**src/rtl/motor_ramp_ctrl.sv**
```systemverilog
// Purpose: ramps left/right motor speed and direction toward commanded targets for the PWM stage.
// Latency: command accepted in one clock; speed moves one RAMP_STEP per RAMP_DIV-clock tick.
// Backpressure: cmd_ready drops only while estop is high or the block is halted.
module motor_ramp_ctrl #(
  parameter int MAX_SPEED = 11000,
  parameter int RAMP_DIV  = 11000,
  parameter int RAMP_STEP = 500
) (
  input  logic        i_clk,
  input  logic        i_rst_n,
  input  logic        i_cmd_valid,
  output logic        o_cmd_ready,
  input  logic        i_cmd_dir_l,
  input  logic        i_cmd_dir_r,
  input  logic [13:0] i_cmd_speed_l,
  input  logic [13:0] i_cmd_speed_r,
  input  logic        i_estop,
  output logic        o_dir_l,
  output logic        o_dir_r,
  output logic [13:0] o_speed_l,
  output logic [13:0] o_speed_r,
  output logic        o_busy
);

  localparam logic [13:0] MAX14  = 14'(MAX_SPEED);
  localparam logic [13:0] STEP14 = 14'(RAMP_STEP);
  localparam logic [14:0] STEP15 = 15'(RAMP_STEP);
  localparam logic [15:0] DIV_M1 = 16'(RAMP_DIV - 1);

  typedef enum logic [1:0] {
    ST_IDLE  = 2'd0,
    ST_DECEL = 2'd1,
    ST_ACCEL = 2'd2,
    ST_HALT  = 2'd3
  } state_t;

  state_t      r_state, w_state_nxt;
  logic [15:0] r_presc, w_presc_nxt;
  logic [13:0] r_speed_l, r_speed_r, w_speed_l_nxt, w_speed_r_nxt;
  logic [13:0] r_tgt_l, r_tgt_r, w_tgt_l_nxt, w_tgt_r_nxt;
  logic        r_dir_l, r_dir_r, w_dir_l_nxt, w_dir_r_nxt;
  logic        r_tgt_dir_l, r_tgt_dir_r, w_tgt_dir_l_nxt, w_tgt_dir_r_nxt;
  logic        r_busy;

  logic        w_tick;
  logic        w_accept;
  logic        w_rev_l, w_rev_r;
  logic [13:0] w_eff_l, w_eff_r;
  logic [13:0] w_ramp_l, w_ramp_r;
  logic [13:0] w_sat_l, w_sat_r;

  // One ramp step toward eff; differences are taken in 15 bits so nothing wraps
  // and the result lands exactly on eff when within one step of it.
  function automatic logic [13:0] f_step(input logic [13:0] spd, input logic [13:0] eff);
    logic [13:0] res;
    res = spd;
    if (spd < eff) begin
      res = (({1'b0, eff} - {1'b0, spd}) <= STEP15) ? eff : spd + STEP14;
    end else if (spd > eff) begin
      res = (({1'b0, spd} - {1'b0, eff}) <= STEP15) ? eff : spd - STEP14;
    end
    return res;
  endfunction

  assign o_cmd_ready = !i_estop && (r_state != ST_HALT);
  assign w_accept    = i_cmd_valid && o_cmd_ready;
  assign w_tick      = (r_presc == DIV_M1);

  // A side whose latched direction differs from its live direction must reach 0 first.
  assign w_rev_l  = (r_tgt_dir_l != r_dir_l);
  assign w_rev_r  = (r_tgt_dir_r != r_dir_r);
  assign w_eff_l  = w_rev_l ? 14'd0 : r_tgt_l;
  assign w_eff_r  = w_rev_r ? 14'd0 : r_tgt_r;
  assign w_ramp_l = w_tick ? f_step(r_speed_l, w_eff_l) : r_speed_l;
  assign w_ramp_r = w_tick ? f_step(r_speed_r, w_eff_r) : r_speed_r;
  assign w_sat_l  = (i_cmd_speed_l > MAX14) ? MAX14 : i_cmd_speed_l;
  assign w_sat_r  = (i_cmd_speed_r > MAX14) ? MAX14 : i_cmd_speed_r;

  // Next-state and datapath: estop wins, then command accept, then per-state progress.
  always_comb begin
    w_state_nxt     = r_state;
    w_speed_l_nxt   = w_ramp_l;
    w_speed_r_nxt   = w_ramp_r;
    w_dir_l_nxt     = r_dir_l;
    w_dir_r_nxt     = r_dir_r;
    w_tgt_l_nxt     = r_tgt_l;
    w_tgt_r_nxt     = r_tgt_r;
    w_tgt_dir_l_nxt = r_tgt_dir_l;
    w_tgt_dir_r_nxt = r_tgt_dir_r;
    w_presc_nxt     = w_tick ? 16'd0 : r_presc + 16'd1;

    if (i_estop) begin
      w_state_nxt     = ST_HALT;
      w_speed_l_nxt   = 14'd0;
      w_speed_r_nxt   = 14'd0;
      w_tgt_l_nxt     = 14'd0;
      w_tgt_r_nxt     = 14'd0;
      w_tgt_dir_l_nxt = r_dir_l;
      w_tgt_dir_r_nxt = r_dir_r;
      w_presc_nxt     = 16'd0;
    end else if (r_state == ST_HALT) begin
      w_state_nxt   = ST_IDLE;
      w_speed_l_nxt = 14'd0;
      w_speed_r_nxt = 14'd0;
      w_presc_nxt   = 16'd0;
    end else if (w_accept) begin
      // Ramp on this edge still uses the old targets; new ones take effect next tick.
      w_tgt_l_nxt     = w_sat_l;
      w_tgt_r_nxt     = w_sat_r;
      w_tgt_dir_l_nxt = i_cmd_dir_l;
      w_tgt_dir_r_nxt = i_cmd_dir_r;
      if (r_speed_l == 14'd0) w_dir_l_nxt = i_cmd_dir_l;
      if (r_speed_r == 14'd0) w_dir_r_nxt = i_cmd_dir_r;
      if (((i_cmd_dir_l != r_dir_l) && (r_speed_l != 14'd0)) ||
          ((i_cmd_dir_r != r_dir_r) && (r_speed_r != 14'd0))) begin
        w_state_nxt = ST_DECEL;
      end else begin
        w_state_nxt = ST_ACCEL;
      end
    end else begin
      case (r_state)
        ST_DECEL: begin
          if ((!w_rev_l || (r_speed_l == 14'd0)) && (!w_rev_r || (r_speed_r == 14'd0))) begin
            w_dir_l_nxt = r_tgt_dir_l;
            w_dir_r_nxt = r_tgt_dir_r;
            w_state_nxt = ST_ACCEL;
          end
        end
        ST_ACCEL: begin
          if ((r_speed_l == r_tgt_l) && (r_speed_r == r_tgt_r)) begin
            w_state_nxt = ST_IDLE;
          end
        end
        default: begin
          w_state_nxt = r_state;
        end
      endcase
    end
  end

  // FSM state register and busy flag.
  always_ff @(posedge i_clk or negedge i_rst_n) begin
    if (!i_rst_n) begin
      r_state <= ST_IDLE;
      r_busy  <= 1'b0;
    end else begin
      r_state <= w_state_nxt;
      r_busy  <= (w_state_nxt != ST_IDLE);
    end
  end

  // Speed, direction, target and prescaler registers.
  always_ff @(posedge i_clk or negedge i_rst_n) begin
    if (!i_rst_n) begin
      r_presc     <= 16'd0;
      r_speed_l   <= 14'd0;
      r_speed_r   <= 14'd0;
      r_dir_l     <= 1'b0;
      r_dir_r     <= 1'b0;
      r_tgt_l     <= 14'd0;
      r_tgt_r     <= 14'd0;
      r_tgt_dir_l <= 1'b0;
      r_tgt_dir_r <= 1'b0;
    end else begin
      r_presc     <= w_presc_nxt;
      r_speed_l   <= w_speed_l_nxt;
      r_speed_r   <= w_speed_r_nxt;
      r_dir_l     <= w_dir_l_nxt;
      r_dir_r     <= w_dir_r_nxt;
      r_tgt_l     <= w_tgt_l_nxt;
      r_tgt_r     <= w_tgt_r_nxt;
      r_tgt_dir_l <= w_tgt_dir_l_nxt;
      r_tgt_dir_r <= w_tgt_dir_r_nxt;
    end
  end

  assign o_dir_l   = r_dir_l;
  assign o_dir_r   = r_dir_r;
  assign o_speed_l = r_speed_l;
  assign o_speed_r = r_speed_r;
  assign o_busy    = r_busy;

endmodule

```
**config.mk**
```make
export PLATFORM = sky130hd
export DESIGN_NAME = motor_ramp_ctrl
export DESIGN_NICKNAME = d
export VERILOG_FILES = /design/src/rtl/motor_ramp_ctrl.sv
export SDC_FILE = /design/constraint.sdc
export NUM_CORES = 1
export LEC_CHECK = 0
export CORE_MARGIN = 1
export CORE_UTILIZATION = 60
export CTS_CLUSTER_SIZE = 30
export DETAILED_ROUTE_END_ITERATION = 7
export GPL_TIMING_DRIVEN = 0
export HOLD_SLACK_MARGIN = 0.02
export PLACE_DENSITY = 0.9
export SYNTH_ARGS = -nofsm -noshare
export SYNTH_HDL_FRONTEND = slang
export SYNTH_SLANG_ARGS = --single-unit
export TNS_END_PERCENT = 100
```
**constraint.sdc**
```tcl
create_clock -name i_clk -period 5.85 [get_ports i_clk]
set_clock_uncertainty 0.2 [all_clocks]
set_input_delay 1.4625 -clock i_clk [delete_from_list [all_inputs] [get_ports i_clk]]
set_output_delay 1.4625 -clock i_clk [all_outputs]
set_load 0.02 [all_outputs]
```
# Word level (Yosys, flattened, before mapping)
# Cells that the tools add are included.
[word_totals]
reg_bits = 79
wordCells = 122
[classes]
n_eq_ne = 14
n_mux = 48
bitwise = 2
add_sub_neg = 9
n_lt_le_gt_ge = 10
n_reduce_logical = 28
[op_table]
columns = ["operator", "count"]
rows = [
  ["$mux W14", 24],
  ["$le A15 B9 Y1 const B", 4],
  ["$sub A14 B14 Y15", 4],
  ["$mux W16", 3],
  ["$add A14 B9 Y14 const B", 2],
  ["$eq A14 B14 Y1", 2],
  ["$gt A14 B14 Y1", 2],
  ["$gt A14 B14 Y1 const B", 2],
  ["$logic_not A14 Y1", 2],
  ["$lt A14 B14 Y1", 2],
  ["$reduce_bool A14 Y1", 2],
  ["$sub A14 B9 Y14 const B", 2],
  ["$add A16 B1 Y16 const B", 1],
  ["$eq A16 B14 Y1 const B", 1],
  ["$mux W1", 14],
  ["$mux W2", 6],
  ["$reduce_and A5 Y1", 2],
  ["$reduce_bool A2 Y1", 4],
  ["$reduce_bool A4 Y1", 2],
  ["$logic_and A1 B1 Y1", 6],
  ["$reduce_and A2 Y1", 3],
  ["$eq A2 B2 Y1 const B", 2],
  ["$ne A1 B1 Y1", 4],
  ["$ne A2 B1 Y1 const B", 2],
  ["7 further kinds", 13],
]

# Depth between registers and ports, before layout
# Gate-level depths: netlist of the first run.
[depth]
ltp_word = 10
depth_mapped = 21

# Least setup slack after synthesis of the first run
# Ideal clock, no wire load.
[synth_timing]
path_type = "reg2reg"
from = "register r_dir_r (netlist: o_dir_r)"
to = "register r_speed_r[5] (netlist: o_speed_r[5])"
arrival_ns = 4.320
setup_time_ns = 0.130
stages_incl_launch_ff = 22
setup_slack_ns = 1.199
path_buffers = 8
period_less_slack_ns = 4.651
path_cell_list = "dfrtp_1 -> clkbuf_2 -> xnor2_1 -> buf_2 -> buf_2 -> buf_1 -> clkbuf_1 -> nand2_1 -> ha_1 -> clkbuf_1 -> nand4_1 -> a211oi_2 -> nor4_1 -> o21ai_2 -> mux2i_1 -> or4_1 -> buf_2 -> buf_2 -> nand2_1 -> o21ai_0 -> a22oi_1 -> o21ai_0"
[synth_via]
elab_chain_len = 10
[synth_lines]
columns = ["element", "line_no", "text"]
rows = [
  ["from (decl)", "41", "logic r_dir_l, r_dir_r, w_dir_l_nxt, w_dir_r_nxt;"],
  ["from (signal assigned)", "169", "r_dir_r <= w_dir_r_nxt;"],
  ["$ne A1 B1 Y1 (*)", "71", "assign w_rev_r = (r_tgt_dir_r != r_dir_r);"],
  ["$mux W14 (*)", "73", "assign w_eff_r = w_rev_r ? 14'd0 : r_tgt_r;"],
  ["$sub A14 B14 Y15", "60", "res = (({1'b0, spd} - {1'b0, eff}) <= STEP15) ? eff : spd - STEP14;"],
  ["$le A15 B9 Y1", "60", ""],
  ["$mux W14", "60", ""],
  ["$mux W14", "59", "end else if (spd > eff) begin"],
  ["$mux W14", "57", "if (spd < eff) begin"],
  ["$mux W14", "75", "assign w_ramp_r = w_tick ? f_step(r_speed_r, w_eff_r) : r_speed_r;"],
  ["$mux W14", "101", "end else if (r_state == ST_HALT) begin"],
  ["$mux W14", "92", "if (i_estop) begin"],
  ["to (signal assigned)", "167", "r_speed_r <= w_speed_r_nxt;"],
  ["to (decl)", "39", "logic [13:0] r_speed_l, r_speed_r, w_speed_l_nxt, w_speed_r_nxt;"],
]
# Every way passes the cells marked *; elsewhere a longest branch is shown, timed or not. The select of a mux whose other input is x is not followed.
# A chain may end at the register's enable or synchronous reset.

# Worst setup path in the final report of the first run
[layout_timing]
from = "input port i_estop"
to = "output port o_cmd_ready"
[layout_via]
elab_chain_len = 2
[layout_lines]
columns = ["element", "line_no", "text"]
rows = [
  ["from (decl)", "17", "input logic i_estop,"],
  ["$logic_not A1 Y1", "65", "assign o_cmd_ready = !i_estop && (r_state != ST_HALT);"],
  ["$logic_and A1 B1 Y1", "65", ""],
  ["to (decl)", "12", "output logic o_cmd_ready,"],
]
# Every way passes these cells.

==> results of run 1 <==
==> sequential cells by signal, summed over array words and instances, names as in the netlist <==
signal,count
o_busy,1
o_dir_r,1
r_state,2
r_tgt_dir_r,1
r_tgt_dir_l,1
o_dir_l,1
r_presc,16
o_speed_l,14
r_tgt_l,14
r_tgt_r,14
o_speed_r,14
==> routing by layer <==
metal | track usage [%] | up-vias
met5 | 0 | -
met4 | 9.49 | 0
met3 | 7.68 | 63
met2 | 58.0 | 596
met1 | 54.9 | 4440
li1 | - | 4226
==> stage by stage <==
stage	power, W	setup slack (ns)
final	0.00559	0.181
after global routing	0.00594	0.0335
after CTS	0.00541	0.136
after detailed placement	0.00474	-0.285
after global placement	0.00467	-0.247
after floorplan	0.00372	1.20
==> final cells by class <==
| type | count | area (sq um) | share of cell area (%) |
|---|---|---|---|
| Inverter | 52 | 195 | 1.99 |
| Multi-Input combinational cell | 922 | 6110 | 62.1 |
| Clock inverter | 7 | 109 | 1.11 |
| Buffer | 66 | 318 | 3.23 |
| Tap cell | 180 | 225 | 2.29 |
| Sequential cell | 79 | 1980 | 20.1 |
| Clock buffer | 9 | 225 | 2.29 |
| Timing Repair Buffer | 66 | 676 | 6.87 |
==> path summary, 6_finish.rpt <==
kind	from	to	slack [ns]	depth (start not counted)
max reg2reg	o_dir_r	o_speed_r[12]	0.20	19
max	i_estop	o_cmd_ready	0.18	6
min	r_presc[0]	r_presc[0]	0.29	1
min in group asynchronous	i_rst_n	r_presc[9]	0.81	1
max in group asynchronous	i_rst_n	o_speed_r[2]	4.05	2
min reg2reg	r_presc[0]	r_presc[0]	0.29	1
==> worst max-delay path: stages <==
cell and delay, ns:
clkdlybuf4s50_1 0.51, or2_2 0.33, clkbuf_1 0.20, clkinv_1 0.23, clkbuf_1 0.54, clkdlybuf4s50_1 0.73
==> timing repair <==
action | 4_1_cts | 5_1_grt
resized for setup | 1 | 4
setup buffers | 0 | 0
endpoints found under the setup margin | 9 | 25
==> power breakdown <==
part	internal, W	switching (W)
combinational	0.00156	0.00257
clock	0.000385	0.000269
sequential	0.000646	0.000156
total	0.00259	0.00299
==> cell usage in the layout, fill, tap and decap left out, types with 15 or more instances in the layout <==
cell and count:
clkdlybuf4s50_1 64, xor2_1 32, inv_1 51, nand2_1 146, nor2_1 78, clkbuf_1 38
buf_2 17, a21oi_1 72, o211ai_1 18, dfrtp_1 79, nand4_1 24, ha_1 55
a21o_1 17, nor2b_1 15, nand3_1 36, o21ai_0 84, nor3_1 25, xnor2_1 64
==> logic make-up after synthesis <==
kind of cell	after synthesis	synth area share (%)
adders and majority gates	55	8.03
buffers and inverters	120	6.06
muxes	15	1.77
xor gates and xnor gates	99	10.3
AOI/OAI and AO/OA	339	27.0
and+or+nand+nor	414	23.8
DFF	79	23.1
==> flow_summary_export.csv, run 1 <==
group,metric,value,unit
outcome,outcome,"finished, final reports clean",
cts,htreeDepth,3,
global_route,grt_max_degree,57,
route,top_layer_used,"met4",
sta,fmax,176,MHz
global_route,grt_antenna_before_repair,0,
global_route,overflow,0,
min_path,min_path_type,"reg -> reg",
route,finalWirelength,27600,microns
sta,post-route-period-util,96.9,%
yosys,syn_area,8570,sq um
yosys,yosysUniqueCellTypes,84,
route,firstDrtPassIters,6,
worst_setup_path,cp.arrival,4.01,ns
route,avgRoutedWirePerCell,20.0,microns
floorplan,row_count,43,
route,drt-met1-wl,11800,microns
final_layout,fillers,1120,
final_layout,final_nets,1285,
sta,fin_crit,5.67,ns
place,placed_cell_area,9480,sq um
route,met2WireLength,12100,microns
yosys,synth.most_common_cell,"nand2_1",
yosys,synth_area_leader_cell,"dfrtp_1",
cts,ctsHoldBuffers,0,
sta,drv_slew,0,
pwr,power_density,568,nW/um^2
cts,cts_sinks,79,
place,dp_hpwl,21000,microns
cts,clk-insertion-delay-late,0.35,ns
floorplan,die_x,122,microns
cts,cts_made_buffers,9,
sta,slew_headroom,23.7,%
yosys,syn_nets,1210,
floorplan,dieArea,14800,sq um
final_layout,fin_cells,1381,
yosys,synth_async_sr_flop_share,100,%
yosys,ys.flop_type,"dfrtp_1",
sta,whs,0.289,ns
sta,rsz0062_at_grt,"no",
floorplan,pin_count,66,
sta,setup-violations-final,0,
route,drc_errors,0,
final_layout,area_growth,14.7,%
yosys,synth_enable_flop_cells,0,
place,portBuffers,65,
yosys,ys_warn_count,0,
final_layout,final_area,9830,sq um
worst_setup_path,cp.required,4.19,ns
yosys,synth_top_area_share,23.1,%
cts,cts_tree,"yes",
floorplan,fp.dieH,122,microns
yosys,synth_area_leaders,"dfrtp_1, ha_1, xnor2_1",
route,vias,9325,
run,cap_violations,0,
sta,worst_pin_slew,1.14,ns
worst_setup_path,timing.setup.critical_path_class,"in -> out",
global_route,grt_usage,38.0,%
place,gp_congestion,1.00,
worst_setup_path,end_kind,"output pin",
yosys,synth_commonest_cells,"nand2_1, o21ai_0, dfrtp_1, nor2_1, a21oi_1",
floorplan,start_util,61.5,%
yosys,synth.avg_cell_area,7.65,sq um
cts,clk_path_buf_depth,2,
pwr,power_leakage,4.26,nW
global_route,grt_pass1_wl,43900,microns
cts,clk_pin_slew,0.07,ns
floorplan,core_region_area,13900,sq um
sta,fin_tns_setup,0,ns
route,routed_via_density,6.75,
cts,cts_root_buf,"clkbuf_16",
sta,hold_viol_final,0,
worst_setup_path,worstPathMaxFanout,10,
route,dr_wl_met3,3050,microns
pwr,ir_drop,320,uV
place,dp.cells,1367,
final_layout,final_util,70.5,%
yosys,ys_ff_latch,79,
yosys,syn_inst,1121,
route,drt_iter0_drc,1170,
route,final_antenna_net_count,0,
final_layout,antenna_cells,0,
global_route,grt_pass1_vias,8339,
worst_setup_path,critPathLaunchType,"input port",
yosys,yosysSeqAreaShare,23.1,%
final_layout,drive_gt1_share,6.33,%
No activity file was read; power rests on OpenSTA's default activity.
==> run 2: changes to the inputs <==
--- a/config.mk
+++ b/config.mk
@@ -5,7 +5,7 @@
 export SDC_FILE = /design/constraint.sdc
 export NUM_CORES = 1
 export LEC_CHECK = 0
-export CORE_MARGIN = 1
+export CORE_MARGIN = 10
 export CORE_UTILIZATION = 60
 export CTS_CLUSTER_SIZE = 30
 export DETAILED_ROUTE_END_ITERATION = 7
==> run 2 against run 1 <==
Against the previous run: hold slack better by 0.0024 ns; worst setup slack improved by 0.011 ns; core utilization is 0.18 points higher; die area rose by 32%; routed wire length is 4.1% higher; clock power shrank 0.8%; critical endpoint unchanged; sequential share of layout area fell by 0.051 points; first-iteration DRC count is 9.1% lower.
==> flow_summary_export.csv, run 2 (synthesized netlist as in run 1, its figures left out) <==
group,metric,value,unit
final_layout,largest_reg_flops,16,
global_route,grt_pass1_wl,45700,microns
route,firstDrtPassIters,6,
cts,cts_made_buffers,9,
global_route,grt_max_degree,60,
cts,cts_tree,"yes",
sta,fin_crit,5.66,ns
run,cap_violations,0,
final_layout,antenna_cells,0,
route,final_antenna_net_count,0,
sta,setup-violations-final,0,
pwr,power_leakage,4.27,nW
worst_setup_path,cp.arrival,4.00,ns
place,dp_slack,-0.409,ns
route,routed_via_density,6.64,
route,finalWirelength,28700,microns
cts,clk-insertion-delay-late,0.36,ns
cts,cts_sinks,79,
outcome,outcome,"finished, final reports clean",
final_layout,final_cell_mix,"nand2_1, o21ai_0, dfrtp_1",
cts,htreeDepth,3,
floorplan,start_util,61.5,%
route,drt_iter0_drc,1063,
global_route,grt_usage,28.1,%
floorplan,pin_count,66,
worst_setup_path,worstPathMaxFanout,10,
pwr,power_density,570,nW/um^2
global_route,grt_pass1_vias,8542,
worst_setup_path,reg2reg_depth,20,
sta,hold_viol_final,0,
worst_setup_path,r2r_start,"o_dir_r",
place,gp_congestion,1.01,
final_layout,area_growth,14.9,%
place,portBuffers,65,
floorplan,fp.dieH,140,microns
worst_setup_path,timing.rr.end,"o_speed_r[4]",
cts,clk_pin_slew,0.07,ns
floorplan,die_x,140,microns
worst_setup_path,critPathLaunchType,"input port",
sta,fmax,177,MHz
final_layout,final_nets,1286,
sta,worst_pin_slew,1.12,ns
floorplan,core_region_area,13900,sq um
cts,clk_path_buf_depth,2,
place,placed_cell_area,9480,sq um
min_path,worst_hold_path.endpoint,"r_presc[0]",
sta,setup_slack,0.192,ns
final_layout,layout_commonest_cell,"nand2_1",
route,avgRoutedWirePerCell,20.8,microns
floorplan,dieArea,19500,sq um
place,dp_hpwl,22000,microns
floorplan,row_count,43,
sta,post-route-period-util,96.7,%
worst_setup_path,cp.required,4.19,ns
min_path,whs_path_depth,1,
worst_setup_path,end_kind,"output pin",
sta,slew_headroom,24.9,%
sta,fin_tns_setup,0,ns
global_route,grt_antenna_before_repair,0,
route,drc_errors,0,
sta,rsz0062_at_grt,"no",
worst_setup_path,timing.setup.critical_path_class,"in -> out",
global_route,overflow,0,
final_layout,final_area,9860,sq um
worst_setup_path,reg2reg_slack,0.25,ns
min_path,min_path_type,"reg -> reg",
cts,cts_root_buf,"clkbuf_16",
min_path,worstHoldStart,"r_presc[0]",
final_layout,largest_register,"r_presc",
final_layout,drive_gt1_share,6.74,%
sta,drv_slew,0,
pwr,ir_drop,271,uV
cts,post_cts_buffers,0,
route,vias,9177,
## run 2: changes by cell type in the layout (fill, tap and decap cells not counted), sizes merged
cell and change:
clkinv +2, inv -2, clkbuf +1
## run 2: what timing repair did
action                     CTS  global route
gates resized for setup      3             8
hold buffers                 0             0
setup endpoints to repair   11            27
## run 2: worst max-delay path by stage
stage                     depth (start not counted)  startpoint            end
after floorplan                                  21     o_dir_r   o_speed_r[5]
after global placement                           20     o_dir_r  o_speed_r[12]
after detailed placement                         20     o_dir_r  o_speed_r[12]
after CTS                                        20     o_dir_r  o_speed_r[10]
after global routing                             19     o_dir_r   o_speed_r[9]
final                                             6     i_estop    o_cmd_ready
## run 2: cell type report
class / instances / area [sq um]
Multi-Input combinational cell: 922 / 6120
Tap cell: 180 / 225
Clock inverter: 7 / 111
Buffer: 67 / 324
Timing Repair Buffer: 66 / 676
Sequential cell: 79 / 1980
Fill cell: 1130 / 4080
Clock buffer: 9 / 225
Inverter: 52 / 195
## run 2: report_power, final
group | internal [W] | switching [W] | total (W)
logic | 0.00157 | 0.00259 | 0.00417
clock network | 0.000383 | 0.000266 | 0.000649
registers | 0.000646 | 0.000154 | 0.000800
## run 2: through the flow
stage / cells / hold WS (ns) / total power (W) / utilization [%]
after floorplan: 1121 / 0.233 / 0.00372 / -
after global placement: 1366 / 0.254 / 0.00473 / 67.8
after detailed placement: 1367 / 0.259 / 0.00477 / 68.0
after CTS: 1383 / 0.286 / 0.00544 / 70.5
after global routing: 1382 / 0.314 / 0.00599 / 70.7
final: 1382 / 0.292 / 0.00562 / 70.7
## run 2: metal layers
layer  global-route usage (%)  part of all wire [%]
met1                     39.1                    43
met2                     41.3                    43
met3                     8.44                    12
met4                     6.90                   2.2
met5                        0                     0
## run 2: worst max-delay path, cell delays in order
cell,delay (ns)
clkdlybuf4s50_1,0.58
or2_2,0.15
clkbuf_1,0.34
clkinv_1,0.43
clkbuf_2,0.40
clkdlybuf4s50_1,0.63
